File: config.mk
export PLATFORM = sky130hd
export DESIGN_NAME = bus_arbiter_flat
export DESIGN_NICKNAME = d
export VERILOG_FILES = /design/src/rtl/bus_arb_pkg.sv /design/src/rtl/bus_arbiter_if.sv /design/src/rtl/arb_pick.sv /design/src/rtl/bus_arbiter.sv /design/src/flat_wrapper.sv
export SDC_FILE = /design/constraint.sdc
export NUM_CORES = 1
export LEC_CHECK = 0
export BUFFER_PORTS_ARGS = -buffer_cell sky130_fd_sc_hd__buf_2
export CORE_AREA = 2 2 105 107
export CTS_BUF_LIST = sky130_fd_sc_hd__clkbuf_4
export DETAILED_ROUTE_END_ITERATION = 8
export DIE_AREA = 0 0 107 109
export PLACE_DENSITY = 0.52
export REMOVE_ABC_BUFFERS = 1
export SKIP_CTS_REPAIR_TIMING = 1
export SYNTH_ARGS = -nofsm -noshare
export SYNTH_HDL_FRONTEND = slang
export SYNTH_SLANG_ARGS = --single-unit
File: constraint.sdc
create_clock -name cpu_clk -period 1.8 [get_ports cpu_clk]
set_clock_uncertainty 0.2 [all_clocks]
set_input_delay 0.36 -clock cpu_clk [delete_from_list [all_inputs] [get_ports cpu_clk]]
set_output_delay 0.36 -clock cpu_clk [all_outputs]
set_load 0.005 [all_outputs]
File: src/rtl/bus_arb_pkg.sv
`default_nettype none
// ============================================================================
// Module   : bus_arb_pkg
// Purpose  : Shared state encoding, master indices and defaults for bus_arbiter.
// Revision : 1.0
// ============================================================================
package bus_arb_pkg;

    typedef enum logic [1:0] {
        ARB_IDLE = 2'd0,
        ARB_OWN0 = 2'd1,
        ARB_OWN1 = 2'd2
    } arb_state_e;

    localparam int unsigned MASTER_CPU       = 0;
    localparam int unsigned MASTER_DMA       = 1;
    localparam int unsigned DEFAULT_MAX_BURST = 4;

endpackage : bus_arb_pkg
`default_nettype wire

File: src/rtl/bus_arbiter_if.sv
`default_nettype none
// ============================================================================
// Module   : bus_arbiter_if
// Purpose  : Two-master request/grant bus plus the bridge side of the arbiter.
// Revision : 1.0
// ============================================================================
interface bus_arbiter_if;

    logic        m0_req;
    logic        m0_lock;
    logic [31:0] m0_addr;
    logic        m0_wen;
    logic [31:0] m0_wdata;
    logic        m0_gnt;

    logic        m1_req;
    logic        m1_lock;
    logic [31:0] m1_addr;
    logic        m1_wen;
    logic [31:0] m1_wdata;
    logic        m1_gnt;

    logic [31:0] m_rdata;

    logic [31:0] Bus_addr;
    logic        Bus_wen;
    logic [31:0] Bus_wdata;
    logic [31:0] Bus_rdata;

    logic [1:0]  arb_owner;

    // Requesting masters and the bridge
    modport master (
        output m0_req, m0_lock, m0_addr, m0_wen, m0_wdata,
        output m1_req, m1_lock, m1_addr, m1_wen, m1_wdata,
        output Bus_rdata,
        input  m0_gnt, m1_gnt, m_rdata,
        input  Bus_addr, Bus_wen, Bus_wdata, arb_owner
    );

    // Arbiter side
    modport slave (
        input  m0_req, m0_lock, m0_addr, m0_wen, m0_wdata,
        input  m1_req, m1_lock, m1_addr, m1_wen, m1_wdata,
        input  Bus_rdata,
        output m0_gnt, m1_gnt, m_rdata,
        output Bus_addr, Bus_wen, Bus_wdata, arb_owner
    );

endinterface : bus_arbiter_if
`default_nettype wire

File: src/rtl/arb_pick.sv
`default_nettype none
// ============================================================================
// Module   : arb_pick
// Purpose  : Combinational 2-way picker; round-robin when ARB_ROUND_ROBIN_EN
//            is defined, fixed priority (m0 first) otherwise.
// Revision : 1.0
// ============================================================================
module arb_pick (
    input  wire logic [1:0] req,
    input  wire logic       last_served,
    output logic      [1:0] gnt
);

`ifdef ARB_ROUND_ROBIN_EN
    always_comb begin
        gnt = req;
        // On a tie the master that was not served last goes first
        if (req == 2'b11) begin
            gnt = last_served ? 2'b01 : 2'b10;
        end
    end
`else
    logic w_unused_last_served;
    assign w_unused_last_served = last_served;

    always_comb begin
        gnt = {req[1] & ~req[0], req[0]};
    end
`endif

endmodule : arb_pick
`default_nettype wire

File: src/rtl/bus_arbiter.sv
`default_nettype none
// ============================================================================
// Module   : bus_arbiter
// Purpose  : Two-master single-beat bus arbiter with bounded locked bursts.
//            Define ARB_ROUND_ROBIN_EN for round-robin; fixed priority otherwise.
// Revision : 1.0
// ============================================================================
module bus_arbiter
    import bus_arb_pkg::*;
#(
    parameter int MAX_BURST = DEFAULT_MAX_BURST
) (
    input  wire logic    cpu_clk,
    input  wire logic    cpu_rst,
    bus_arbiter_if.slave bus
);

    localparam logic [1:0] S_IDLE = 2'(ARB_IDLE);
    localparam logic [1:0] S_OWN0 = 2'(ARB_OWN0);
    localparam logic [1:0] S_OWN1 = 2'(ARB_OWN1);
    localparam logic [3:0] C_MAX_BURST = 4'(MAX_BURST);

    logic [1:0] r_state;
    logic [3:0] r_beat_cnt;
    logic       r_last_served;

    logic [1:0] w_req;
    logic [1:0] w_pick_gnt;
    logic [1:0] w_gnt;
    logic       w_hold0;
    logic       w_hold1;
    logic [1:0] w_state_nxt;
    logic [3:0] w_cnt_nxt;
    logic       w_last_nxt;

    assign w_req = {bus.m1_req, bus.m0_req};

    // The current owner keeps the bus while it still requests and has budget left
    assign w_hold0 = (r_state == S_OWN0) && bus.m0_req && (r_beat_cnt < C_MAX_BURST);
    assign w_hold1 = (r_state == S_OWN1) && bus.m1_req && (r_beat_cnt < C_MAX_BURST);

    arb_pick u_arb_pick (
        .req         (w_req),
        .last_served (r_last_served),
        .gnt         (w_pick_gnt)
    );

    always_comb begin
        w_gnt = w_pick_gnt;
        if (cpu_rst) begin
            w_gnt = 2'b00;
        end else if (w_hold0) begin
            w_gnt = 2'b01;
        end else if (w_hold1) begin
            w_gnt = 2'b10;
        end
    end

    always_comb begin
        w_state_nxt = S_IDLE;
        w_cnt_nxt   = 4'd0;
        w_last_nxt  = r_last_served;
        if (w_gnt[0]) begin
            w_last_nxt = 1'b0;
            if (bus.m0_lock) begin
                w_state_nxt = S_OWN0;
                w_cnt_nxt   = ((r_state == S_OWN0) && (r_beat_cnt < C_MAX_BURST))
                              ? r_beat_cnt + 4'd1 : 4'd1;
            end
        end else if (w_gnt[1]) begin
            w_last_nxt = 1'b1;
            if (bus.m1_lock) begin
                w_state_nxt = S_OWN1;
                w_cnt_nxt   = ((r_state == S_OWN1) && (r_beat_cnt < C_MAX_BURST))
                              ? r_beat_cnt + 4'd1 : 4'd1;
            end
        end
    end

    always_ff @(posedge cpu_clk) begin
        if (cpu_rst) begin
            r_state       <= S_IDLE;
            r_beat_cnt    <= 4'd0;
            r_last_served <= 1'b1;
        end else begin
            r_state       <= w_state_nxt;
            r_beat_cnt    <= w_cnt_nxt;
            r_last_served <= w_last_nxt;
        end
    end

    always_comb begin
        bus.Bus_addr  = 32'd0;
        bus.Bus_wen   = 1'b0;
        bus.Bus_wdata = 32'd0;
        if (w_gnt[0]) begin
            bus.Bus_addr  = bus.m0_addr;
            bus.Bus_wen   = bus.m0_wen;
            bus.Bus_wdata = bus.m0_wdata;
        end else if (w_gnt[1]) begin
            bus.Bus_addr  = bus.m1_addr;
            bus.Bus_wen   = bus.m1_wen;
            bus.Bus_wdata = bus.m1_wdata;
        end
    end

    assign bus.m0_gnt    = w_gnt[0];
    assign bus.m1_gnt    = w_gnt[1];
    assign bus.m_rdata   = bus.Bus_rdata;
    assign bus.arb_owner = cpu_rst ? S_IDLE : r_state;

    a_gnt_onehot0 : assert property (@(posedge cpu_clk) $onehot0(w_gnt));
    a_gnt_has_req : assert property (@(posedge cpu_clk) (w_gnt & ~w_req) == 2'b00);
    a_wen_no_gnt  : assert property (@(posedge cpu_clk) (w_gnt == 2'b00) |-> !bus.Bus_wen);

endmodule : bus_arbiter
`default_nettype wire

File: src/flat_wrapper.sv
// flat-port wrapper written by rule: the top's interface ports become plain ports
module bus_arbiter_flat import bus_arb_pkg::*;
#(
    parameter int MAX_BURST = DEFAULT_MAX_BURST
)
  (cpu_clk, cpu_rst, bus_m0_req, bus_m0_lock, bus_m0_addr, bus_m0_wen, bus_m0_wdata, bus_m1_req, bus_m1_lock, bus_m1_addr, bus_m1_wen, bus_m1_wdata, bus_Bus_rdata, bus_m0_gnt, bus_m1_gnt, bus_m_rdata, bus_Bus_addr, bus_Bus_wen, bus_Bus_wdata, bus_arb_owner);
  bus_arbiter_if bus_i ();
  input  wire logic cpu_clk;
  input  wire logic cpu_rst;
  input wire logic [$bits(bus_i.m0_req)-1:0] bus_m0_req;
  input wire logic [$bits(bus_i.m0_lock)-1:0] bus_m0_lock;
  input wire logic [$bits(bus_i.m0_addr)-1:0] bus_m0_addr;
  input wire logic [$bits(bus_i.m0_wen)-1:0] bus_m0_wen;
  input wire logic [$bits(bus_i.m0_wdata)-1:0] bus_m0_wdata;
  input wire logic [$bits(bus_i.m1_req)-1:0] bus_m1_req;
  input wire logic [$bits(bus_i.m1_lock)-1:0] bus_m1_lock;
  input wire logic [$bits(bus_i.m1_addr)-1:0] bus_m1_addr;
  input wire logic [$bits(bus_i.m1_wen)-1:0] bus_m1_wen;
  input wire logic [$bits(bus_i.m1_wdata)-1:0] bus_m1_wdata;
  input wire logic [$bits(bus_i.Bus_rdata)-1:0] bus_Bus_rdata;
  output wire logic [$bits(bus_i.m0_gnt)-1:0] bus_m0_gnt;
  output wire logic [$bits(bus_i.m1_gnt)-1:0] bus_m1_gnt;
  output wire logic [$bits(bus_i.m_rdata)-1:0] bus_m_rdata;
  output wire logic [$bits(bus_i.Bus_addr)-1:0] bus_Bus_addr;
  output wire logic [$bits(bus_i.Bus_wen)-1:0] bus_Bus_wen;
  output wire logic [$bits(bus_i.Bus_wdata)-1:0] bus_Bus_wdata;
  output wire logic [$bits(bus_i.arb_owner)-1:0] bus_arb_owner;
  assign bus_i.m0_req = bus_m0_req;
  assign bus_i.m0_lock = bus_m0_lock;
  assign bus_i.m0_addr = bus_m0_addr;
  assign bus_i.m0_wen = bus_m0_wen;
  assign bus_i.m0_wdata = bus_m0_wdata;
  assign bus_i.m1_req = bus_m1_req;
  assign bus_i.m1_lock = bus_m1_lock;
  assign bus_i.m1_addr = bus_m1_addr;
  assign bus_i.m1_wen = bus_m1_wen;
  assign bus_i.m1_wdata = bus_m1_wdata;
  assign bus_i.Bus_rdata = bus_Bus_rdata;
  assign bus_m0_gnt = bus_i.m0_gnt;
  assign bus_m1_gnt = bus_i.m1_gnt;
  assign bus_m_rdata = bus_i.m_rdata;
  assign bus_Bus_addr = bus_i.Bus_addr;
  assign bus_Bus_wen = bus_i.Bus_wen;
  assign bus_Bus_wdata = bus_i.Bus_wdata;
  assign bus_arb_owner = bus_i.arb_owner;
  bus_arbiter #(.MAX_BURST(MAX_BURST)) u_core (.cpu_clk(cpu_clk), .cpu_rst(cpu_rst), .bus(bus_i));
endmodule
# Yosys cells after proc, flatten, opt, wreduce, memory -nomap -nowiden

Index checks and enable logic that the tools add are counted.

Word-level logic and storage cells: 34
Input port bits: 168
Register bits after elaboration: 6

Bitwise gates (word level): 2
Add/subtract/negate cells: 1
Mux-type cells: 20
Order comparisons: 1
Eq/ne operators: 2
Reduce and logical (&&, ||, !) cells: 6

Operators with widths:

| kind                  | count |
|---|---|
| $mux W32              | 4 |
| $mux W4               | 6 |
| $mux W2               | 7 |
| $logic_and A1 B1 Y1   | 6 |
| $add A4 B1 Y4 const B | 1 |
| $lt A4 B3 Y1 const B  | 1 |
| $mux W1               | 3 |
| $eq A2 B1 Y1 const B  | 1 |
| $eq A2 B2 Y1 const B  | 1 |
| $and A1 B1 Y1         | 1 |
| $not A1 Y1            | 1 |

# Depth between registers and ports, before layout

Gate-level depths: netlist (run 1).

Depth in word-level cells: 8
Gate-level depth with buffers: 5
Gate-level depth less buffers: 3

# Hierarchy

A second synthesis (run 1) with hierarchy kept.

Cell total of the unflattened synthesis: 157
Area, all modules: 1340.0 um2

Modules (own cells, without submodules):

| module      | sequential area each (um2) | cells an instance | instances | area an instance (um2) |
|---|---|---|---|---|
| bus_arbiter | 140.1                      | 155               | 1         | 1318.8 |
| arb_pick    | 0.0                        | 2                 | 1         | 21.3 |

# Worst setup path after synthesis (run 1)

No wires, ideal clock.

Path type: reg2out
Start: reg u_core.r_state[0]
End: out bus_Bus_addr[13]
Data arrival time: 1452 ps
Cell stages (with the launch flop): 6
Slack: -212 ps
Buffers on the path: 2
Path through: dfxtp_1 > or4b_4 > a21oi_2 > buf_6 > buf_6 > a22o_1

Longest elaborated chain between the ends: 8

RTL lines:

| element                          | line               | RTL |
|---|---|---|
| start: declaration               | bus_arbiter.sv:23  | `logic [1:0] r_state;` |
| start signal: assignment         | bus_arbiter.sv:86  | `r_state <= w_state_nxt;` |
| $eq A2 B2 Y1                     | bus_arbiter.sv:40  | `assign w_hold1 = (r_state == S_OWN1) && bus.m1_req && (r_beat_cnt < C_MAX_BURST);` |
| $logic_and A1 B1 Y1 (2 in a row) | bus_arbiter.sv:40  |  |
| $mux W2                          | bus_arbiter.sv:54  | `end else if (w_hold1) begin` |
| $mux W2 (*)                      | bus_arbiter.sv:52  | `end else if (w_hold0) begin` |
| $mux W2 (*)                      | bus_arbiter.sv:50  | `if (cpu_rst) begin` |
| $mux W32                         | bus_arbiter.sv:100 | `end else if (w_gnt[1]) begin` |
| $mux W32 (*)                     | bus_arbiter.sv:96  | `if (w_gnt[0]) begin` |
| end: declaration                 | flat_wrapper.sv:24 | `output wire logic [$bits(bus_i.Bus_addr)-1:0] bus_Bus_addr;` |

Every way passes the cells marked *; elsewhere a longest branch is shown, timed or not.

# Worst setup path in the final report (run 1)

Start: reg u_core.r_beat_cnt[2]
End: out bus_Bus_wdata[26]

Longest elaborated chain between the ends: 7

RTL lines:

| element                  | line                                 | RTL |
|---|---|---|
| start: declaration       | bus_arbiter.sv:24                    | `logic [3:0] r_beat_cnt;` |
| start signal: assignment | bus_arbiter.sv:87                    | `r_beat_cnt <= w_cnt_nxt;` |
| $lt A4 B3 Y1 (*)         | bus_arbiter.sv:39, bus_arbiter.sv:40 |  |
| $logic_and A1 B1 Y1      | bus_arbiter.sv:40                    |  |
| $mux W2                  | bus_arbiter.sv:54                    |  |
| $mux W2 (*)              | bus_arbiter.sv:52                    |  |
| $mux W2 (*)              | bus_arbiter.sv:50                    |  |
| $mux W32                 | bus_arbiter.sv:100                   |  |
| $mux W32 (*)             | bus_arbiter.sv:96                    |  |
| end: declaration         | flat_wrapper.sv:26                   | `output wire logic [$bits(bus_i.Bus_wdata)-1:0] bus_Bus_wdata;` |

Marked as above.

==> results.md, run 1 <==
* Yosys warning total at 0
* Syn-to-layout area delta at 102%
* Worst setup EP type: output port
* Fin. Hold Viols at 0
* Sequential share of power at 19.4%
* CTS buffer count at 3
* Internal power at 0.496 mW
* Final WL at 7280 um
* Static leakage at 1.39 nW
* Multi-input gate area at 751 um2
* PwrDens at 301 nW/um2
* Combinational share of power at 64.4%
* CTS tree: built
* Input/output buffers at 204
* Share of the synthesized area in the top cell type at 47.9%
* Worst-path clk slew at 0.04 ns
* Synth cell types at 23
* DP HPWL at 5480 um
* Root buf cell: clkbuf_4
* Initial antenna violation count at 1
* Period utilisation layout at 134%
* Layout cells sized above 1 at 72.4%
* Yosys top cell by area: a22o_1
* Met1 Wirelength at 2890 um
* Hold WS at 0.166 ns
* DRC viols at 0
* Maximum vdd ir drop at 131 uV
* Die Span X at 107 um
* Fin. max-slew vios at 0
* Min Tclk post-route at 2.42 ns
* Type of the worst setup path: flop to output port
* Dominant synthesized flop cell: dfxtp_1
* Largest net degree at the start of global routing at 39
* Worst Path Required at 1.24 ns
* H-tree depth at 1
* Number of max-cap violations at 0
* Top cells by area, synth: a22o_1, buf_4, dfxtp_1
* Fmax at 413 MHz
* Met3 Routed Length at 1160 um
* Final Wtd Congestion at 0.718
* Data arrival, critical path at 1.86 ns
* Final Instance Count excl. Fillers at 460
* Met2 wire length at 3210 um
* Nets at 490
* I/O pin cnt at 269
* Post-DP Area at 2210 um2
* Iter 0 DRT Violations at 85
* Most frequent cell after synthesis: a22o_1
* Flops & latches, synth at 6
* Final Util at 22.7%
* Async set-or-reset flop fraction in the synthesized netlist at 0%
* Sw power at 0.228 mW
* Mapped Area at 1190 um2
* Switch share at 31.5%
* Synth cell count leaders: a22o_1, buf_4, dfxtp_1, buf_2, buf_6
* Worst hold path class: input pin to flop
* Synth Instances at 138
* Layout fillers at 1161
* Max Fanout on Critical Path at 8
* Vias in the first global route at 1617
* ANT nets after route at 0
* DR pass1 iterations at 4
* Dpl cells at 448
* Final instance area at 2400 um2
* Setup ws final at -0.619 ns
* Core Area at 10600 um2
* Global-route wire length before repair at 8350 um
* GRT Util Overall at 9.41%
* Sink Count at 6
* Clock latency on the worst-skew pair at 0.24 ns
* Syn Area/Cell at 8.61 um2
* Sequential area share after synthesis at 10.1%
* Clk network pwr share at 16.2%
* CTS max path bufs at 2
* Die Y at 109 um
* Rows at 38
* Post-synth EDFFs at 0
* Effective utilization at floorplan at 11.2%
* CP startpoint kind: flop
* Failing checks: setup timing
* Final setup fails at 67
* Highest metal layer with signal wires: met4
* FF+latch area at 120 um2
* Die area at 11700 um2
* Vias per inst at 4.15
* Status: finished, violations left
* Vias at 1911
* RSZ-0062 raised after global routing: yes
* Per-cell routed wire length at 15.8 um
* Global route total overflow at 0
path summary, 6_finish.rpt:
kind	start	depth (start not counted)	slack (ns)	to
min reg2reg	u_core.r_beat_cnt[0]$_SDFF_PP0_	2	0.34	u_core.r_beat_cnt[0]$_SDFF_PP0_
max reg2reg	u_core.r_state[0]$_SDFF_PP0_	6	0.11	u_core.r_beat_cnt[0]$_SDFF_PP0_
min	bus_m0_lock	2	0.17	u_core.r_state[0]$_SDFF_PP0_
max	u_core.r_beat_cnt[2]$_SDFF_PP0_	6	-0.62	bus_Bus_wdata[26]
area by class of cell:
cell class	instances	area share (%)
Timing Repair Buffer	224	55.4
Sequential cell	6	5.00
Tap cell	140	7.29
Antenna cell	1	0.104
Clock buffer	3	0.938
Multi-Input combinational cell	86	31.3
per-layer routing:
layer / global-route usage, % / up-vias
met5: 0 / -
met4: 1.02 / 0
met3: 7.47 / 2
met2: 14.4 / 168
met1: 10.7 / 858
li1: - / 883
worst max-delay path, cell delays in order, from the launching register on:
cell and delay [ns]:
dfxtp_1 0.30, or4b_4 0.55, a21oi_4 0.17, buf_12 0.17, buf_12 0.13, a22o_1 0.18
buf_2 0.13
power by group through the flow:
| stage | combinational (mW) | sequential, mW | clock [mW] |
|---|---|---|---|
| floorplan | 0.145 | 0.143 | 0 |
| global placement | 0.425 | 0.142 | 0 |
| detailed placement | 0.430 | 0.143 | 0 |
| CTS | 0.432 | 0.140 | 0.124 |
| global route | 0.510 | 0.141 | 0.134 |
| finish | 0.466 | 0.140 | 0.117 |
stage by stage:
step	power [mW]	worst slack, ns	setup TNS (ns)
6_report	0.724	-0.619	-38.12
2_1_floorplan	0.288	-2.09	-141.88
5_1_grt	0.785	-0.695	-43.95
4_1_cts	0.696	-0.661	-39.65
3_3_place_gp	0.567	-0.378	-20.68
3_5_place_dp	0.572	-0.396	-21.87
registers in the layout, indices dropped and copies added (netlist names):
register and count:
u_core.r_beat_cnt 4, u_core.r_state 2
kinds of logic (layout without fill, tap and decap cells):
| family | count (synthesis) | count (layout) | synth area share [%] |
|---|---|---|---|
| AND/OR/NAND/NOR | 13 | 13 | 8.00 |
| adder cells (fa/ha/maj) | 1 | 1 | 1.05 |
| other | 1 | 2 | 0.315 |
| XOR/XNOR | 1 | 1 | 0.737 |
| flip-flops | 6 | 6 | 10.1 |
| AO/OA/AOI/OAI | 70 | 70 | 51.5 |
| buffers and inverters | 46 | 227 | 28.3 |
layout by cell type, fill, tap and decap left out:
cell / count
a22o_1: 65
a21boi_0: 1
a32oi_1: 1
and3b_1: 1
dfxtp_1: 6
nand2b_1: 1
nor2b_1: 4
and2_1: 1
clkbuf_4: 3
buf_4: 9
buf_6: 2
diode_2: 1
buf_12: 5
buf_2: 203
conb_1: 1
or4b_4: 1
nor4b_2: 1
xnor2_1: 1
clkbuf_16: 5
a32o_1: 1
a21boi_4: 1
nand2_1: 2
nor2_1: 1
a21oi_4: 1
ha_1: 1
nor4b_1: 1
Power figures use the tool's default switching activity.
==> inputs of run 2 (changes only) <==
--- a/config.mk
+++ b/config.mk
@@ -5,12 +5,13 @@
 export SDC_FILE = /design/constraint.sdc
 export NUM_CORES = 1
 export LEC_CHECK = 0
+export ABC_AREA = 1
 export BUFFER_PORTS_ARGS = -buffer_cell sky130_fd_sc_hd__buf_2
-export CORE_AREA = 2 2 105 107
+export CORE_AREA = 2 2 104 106
 export CTS_BUF_LIST = sky130_fd_sc_hd__clkbuf_4
 export DETAILED_ROUTE_END_ITERATION = 8
-export DIE_AREA = 0 0 107 109
-export PLACE_DENSITY = 0.52
+export DIE_AREA = 0 0 106 108
+export PLACE_DENSITY = 0.55
 export REMOVE_ABC_BUFFERS = 1
 export SKIP_CTS_REPAIR_TIMING = 1
 export SYNTH_ARGS = -nofsm -noshare
==> results.md, run 2 <==
* R2R Path Start: u_core.r_beat_cnt[2]$_SDFF_PP0_
* CTS tree: built
* Core Area at 10200 um2 (-3.5%)
* Root buf cell: clkbuf_4
* DP HPWL at 6020 um (+9.9%)
* GRT Util Overall at 10.9% (+1.5 points)
* Max Fanout on Critical Path at 11 (+3)
* Clk network pwr share at 16.0% (-0.2 points)
* Crit path cell chain: nor2_4 > nand2_2 > a21boi_4 > buf_12 > clkbuf_16 > nand2_1 > nand2_1 > buf_2
* Async set-or-reset flop fraction in the synthesized netlist at 0% (unchanged)
* HP Start: bus_m0_lock
* H-tree depth at 1 (unchanged)
* Top cells by area, synth: nand2_1, buf_4, dfxtp_1
* Sequential share of power at 18.5% (-0.9 points)
* Min Tclk post-route at 2.10 ns (-0.316 ns)
* Synth cell count leaders: nand2_1, buf_4, nor2_1, inv_1, buf_2
* CTS buffer count at 3 (unchanged)
* Multi-input gate area at 1030 um2 (+37%)
* Slowest CP cell: dfxtp_4
* Per-cell routed wire length at 13.1 um (-17%)
* DRC viols at 0 (unchanged)
* Synth cell types at 16 (-30%)
* Final WL at 8130 um (+12%)
* Dominant synthesized flop cell: dfxtp_1
* Period utilisation layout at 117% (-18 points)
* Worst-path clk slew at 0.04 ns (about the same)
* Vias at 2397 (+25%)
* PwrDens at 272 nW/um2 (-9.7%)
* Layout fillers at 1154 (-0.60%)
* Final instance area at 2780 um2 (+16%)
* Worst hold path class: input pin to flop
* Yosys warning total at 0 (unchanged)
* Sequential area share after synthesis at 8.51% (-1.6 points)
* Vias per inst at 3.85 (-7.4%)
* Switch share at 35.9% (+4.4 points)
* Post-synth EDFFs at 0 (unchanged)
* Internal power at 0.485 mW (-2.1%)
* CTS max path bufs at 2 (unchanged)
* Syn Area/Cell at 4.66 um2 (-46%)
* CP peak stage delay at 0.35 ns (-0.20 ns)
* Most frequent cells in the layout: buf_2, nand2_1, nand2_2, nor2_1, buf_4
* Type of the worst setup path: flop to output port
* Iter 0 DRT Violations at 90 (+5.9%)
* Setup TNS at -17.90 ns (+20.22 ns)
* Fmax at 475 MHz (+15%)
* Failing checks: setup timing
* Fin. Hold Viols at 0 (unchanged)
* Die Y at 108 um (-0.92%)
* Clock latency on the worst-skew pair at 0.24 ns (about the same)
* Data arrival, critical path at 1.54 ns (-0.32 ns)
* Worst setup EP type: output port
* Effective utilization at floorplan at 13.8% (+2.6 points)
* Combinational share of power at 65.5% (+1.1 points)
* I/O pin cnt at 269 (unchanged)
* Final Wtd Congestion at 0.789 (+9.9%)
* Status: finished, violations left
* Worst Path Required at 1.24 ns (about the same)
* RSZ-0062 raised after global routing: yes
* Largest net degree at the start of global routing at 46 (+18%)
* Vias in the first global route at 2108 (+30%)
* FF+latch area at 130 um2 (+8.3%)
* Yosys top cell by area: nand2_1
* Top flop regs: u_core.r_beat_cnt (4), u_core.r_state (2)
* Maximum vdd ir drop at 102 uV (-22%)
* Most frequent cell after synthesis: nand2_1
* # diodes at 0 (-1)
* Rows at 37 (-2.6%)
* Setup ws final at -0.303 ns (+0.316 ns)
* Post-DP Area at 2430 um2 (+10%)
* Cell family with most CP delay: buffers and inverters
* Biggest register: u_core.r_beat_cnt
* Max reg flops at 4 (unchanged)
* Die Span X at 106 um (-0.93%)
* Most common cell after layout, fill and taps aside: buf_2
* Global route total overflow at 0 (unchanged)
* Initial antenna violation count at 0 (-1)
* Input/output buffers at 204 (unchanged)
* Layout cells sized above 1 at 53.0% (-19 points)
* Critical path startpoint: u_core.r_beat_cnt[2]$_SDFF_PP0_
* Flops & latches, synth at 6 (unchanged)
* Fin. max-slew vios at 0 (unchanged)
* Static leakage at 1.84 nW (+32%)
* Final setup fails at 67 (unchanged)
* Sw power at 0.272 mW (+19%)
* Mapped Area at 1410 um2 (+19%)
* Syn-to-layout area delta at 97.2%
* Synth Instances at 303 (+120%)
* Global-route wire length before repair at 9850 um (+18%)
* Number of max-cap violations at 0 (unchanged)
* Die area at 11400 um2 (-1.8%)
* Share of the synthesized area in the top cell type at 57.2% (+9.3 points)
* Buf/Inv on CP at 3 (unchanged)
* CP startpoint kind: flop
* DR pass1 iterations at 4 (unchanged)
* Most used cell, CP: nand2_1
* Sink Count at 6 (unchanged)
* Nets at 658 (+34%)
* ANT nets after route at 0 (unchanged)
-- run 2: cell types whose count changed after synthesis, sizes merged, moves of 2 or more --
cell,before,now
a22o,65,0
inv,0,11
nand2,2,215
nand3,0,3
nor2,1,17
nor2b,4,0
nor4b,2,0
-- run 2: cell type report --
type | instances | area share [%]
clock buffers | 3 | 0.809
inverters | 11 | 1.48
multi-input cells | 240 | 37.0
flip-flops and latches | 6 | 4.68
well taps | 136 | 6.12
repair buffers | 227 | 49.9
-- run 2: kinds of logic (layout without fill, tap and decap cells) --
kind of cell | count (synthesis) | after routing | share of synthesized area, %
buffers and inverters | 57 | 241 | 25.6
other | 1 | 1 | 0.266
and+or+nand+nor | 237 | 237 | 63.9
adders and majority gates | 1 | 1 | 0.886
AOI/OAI and AO/OA | 1 | 1 | 0.798
DFF | 6 | 6 | 8.51
-- run 2: power by group through the flow --
stage	Sequential [mW]	Combinational (mW)	Clock, mW
6_report	0.140	0.496	0.121
5_1_grt	0.140	0.548	0.138
3_5_place_dp	0.143	0.424	0
4_1_cts	0.141	0.426	0.127
3_3_place_gp	0.143	0.426	0
2_1_floorplan	0.143	0.139	0
-- run 2: layer usage --
metal | GRT usage (%) | vias to the layer above | wire length, um | part of all wire [%]
li1 | - | 1235 | - | -
met1 | 13.0 | 973 | 3240 | 40
met2 | 17.6 | 181 | 3700 | 45
met3 | 5.30 | 6 | 1100 | 14
met4 | 1.97 | 2 | 36 | 0.44
met5 | 3.57 | - | 53 | 0.65
-- run 2: worst reg2reg max path, stage by stage (launching register included) --
cell	delay (ns)
dfxtp_4	0.35
nor2_4	0.11
nand2_2	0.09
a21boi_4	0.17
buf_12	0.17
clkbuf_16	0.17
buf_4	0.12
inv_1	0.04
nor2_1	0.08
-- run 2: stage by stage --
stage	total power [mW]	setup WS [ns]	util [%]	cells	hold slack, ns
6_report	0.757	-0.303	27.2	623	0.205
3_3_place_gp	0.569	-0.188	23.7	608	0.388
4_1_cts	0.694	-0.427	23.9	611	0.208
2_1_floorplan	0.282	-0.991	-	257	0.312
5_1_grt	0.825	-0.375	27.2	623	0.230
3_5_place_dp	0.568	-0.191	23.7	608	0.384
-- run 2: path summary, 6_finish.rpt --
| path | cells past startpoint | to | slack (ns) |
|---|---|---|---|
| setup / recovery | 8 | bus_Bus_wdata[28] | -0.30 |
| hold / removal | 3 | u_core.r_state[0]$_SDFF_PP0_ | 0.21 |
| setup reg to reg | 8 | u_core.r_state[1]$_SDFF_PP0_ | 0.22 |
| hold reg to reg | 3 | u_core.r_beat_cnt[0]$_SDFF_PP0_ | 0.40 |
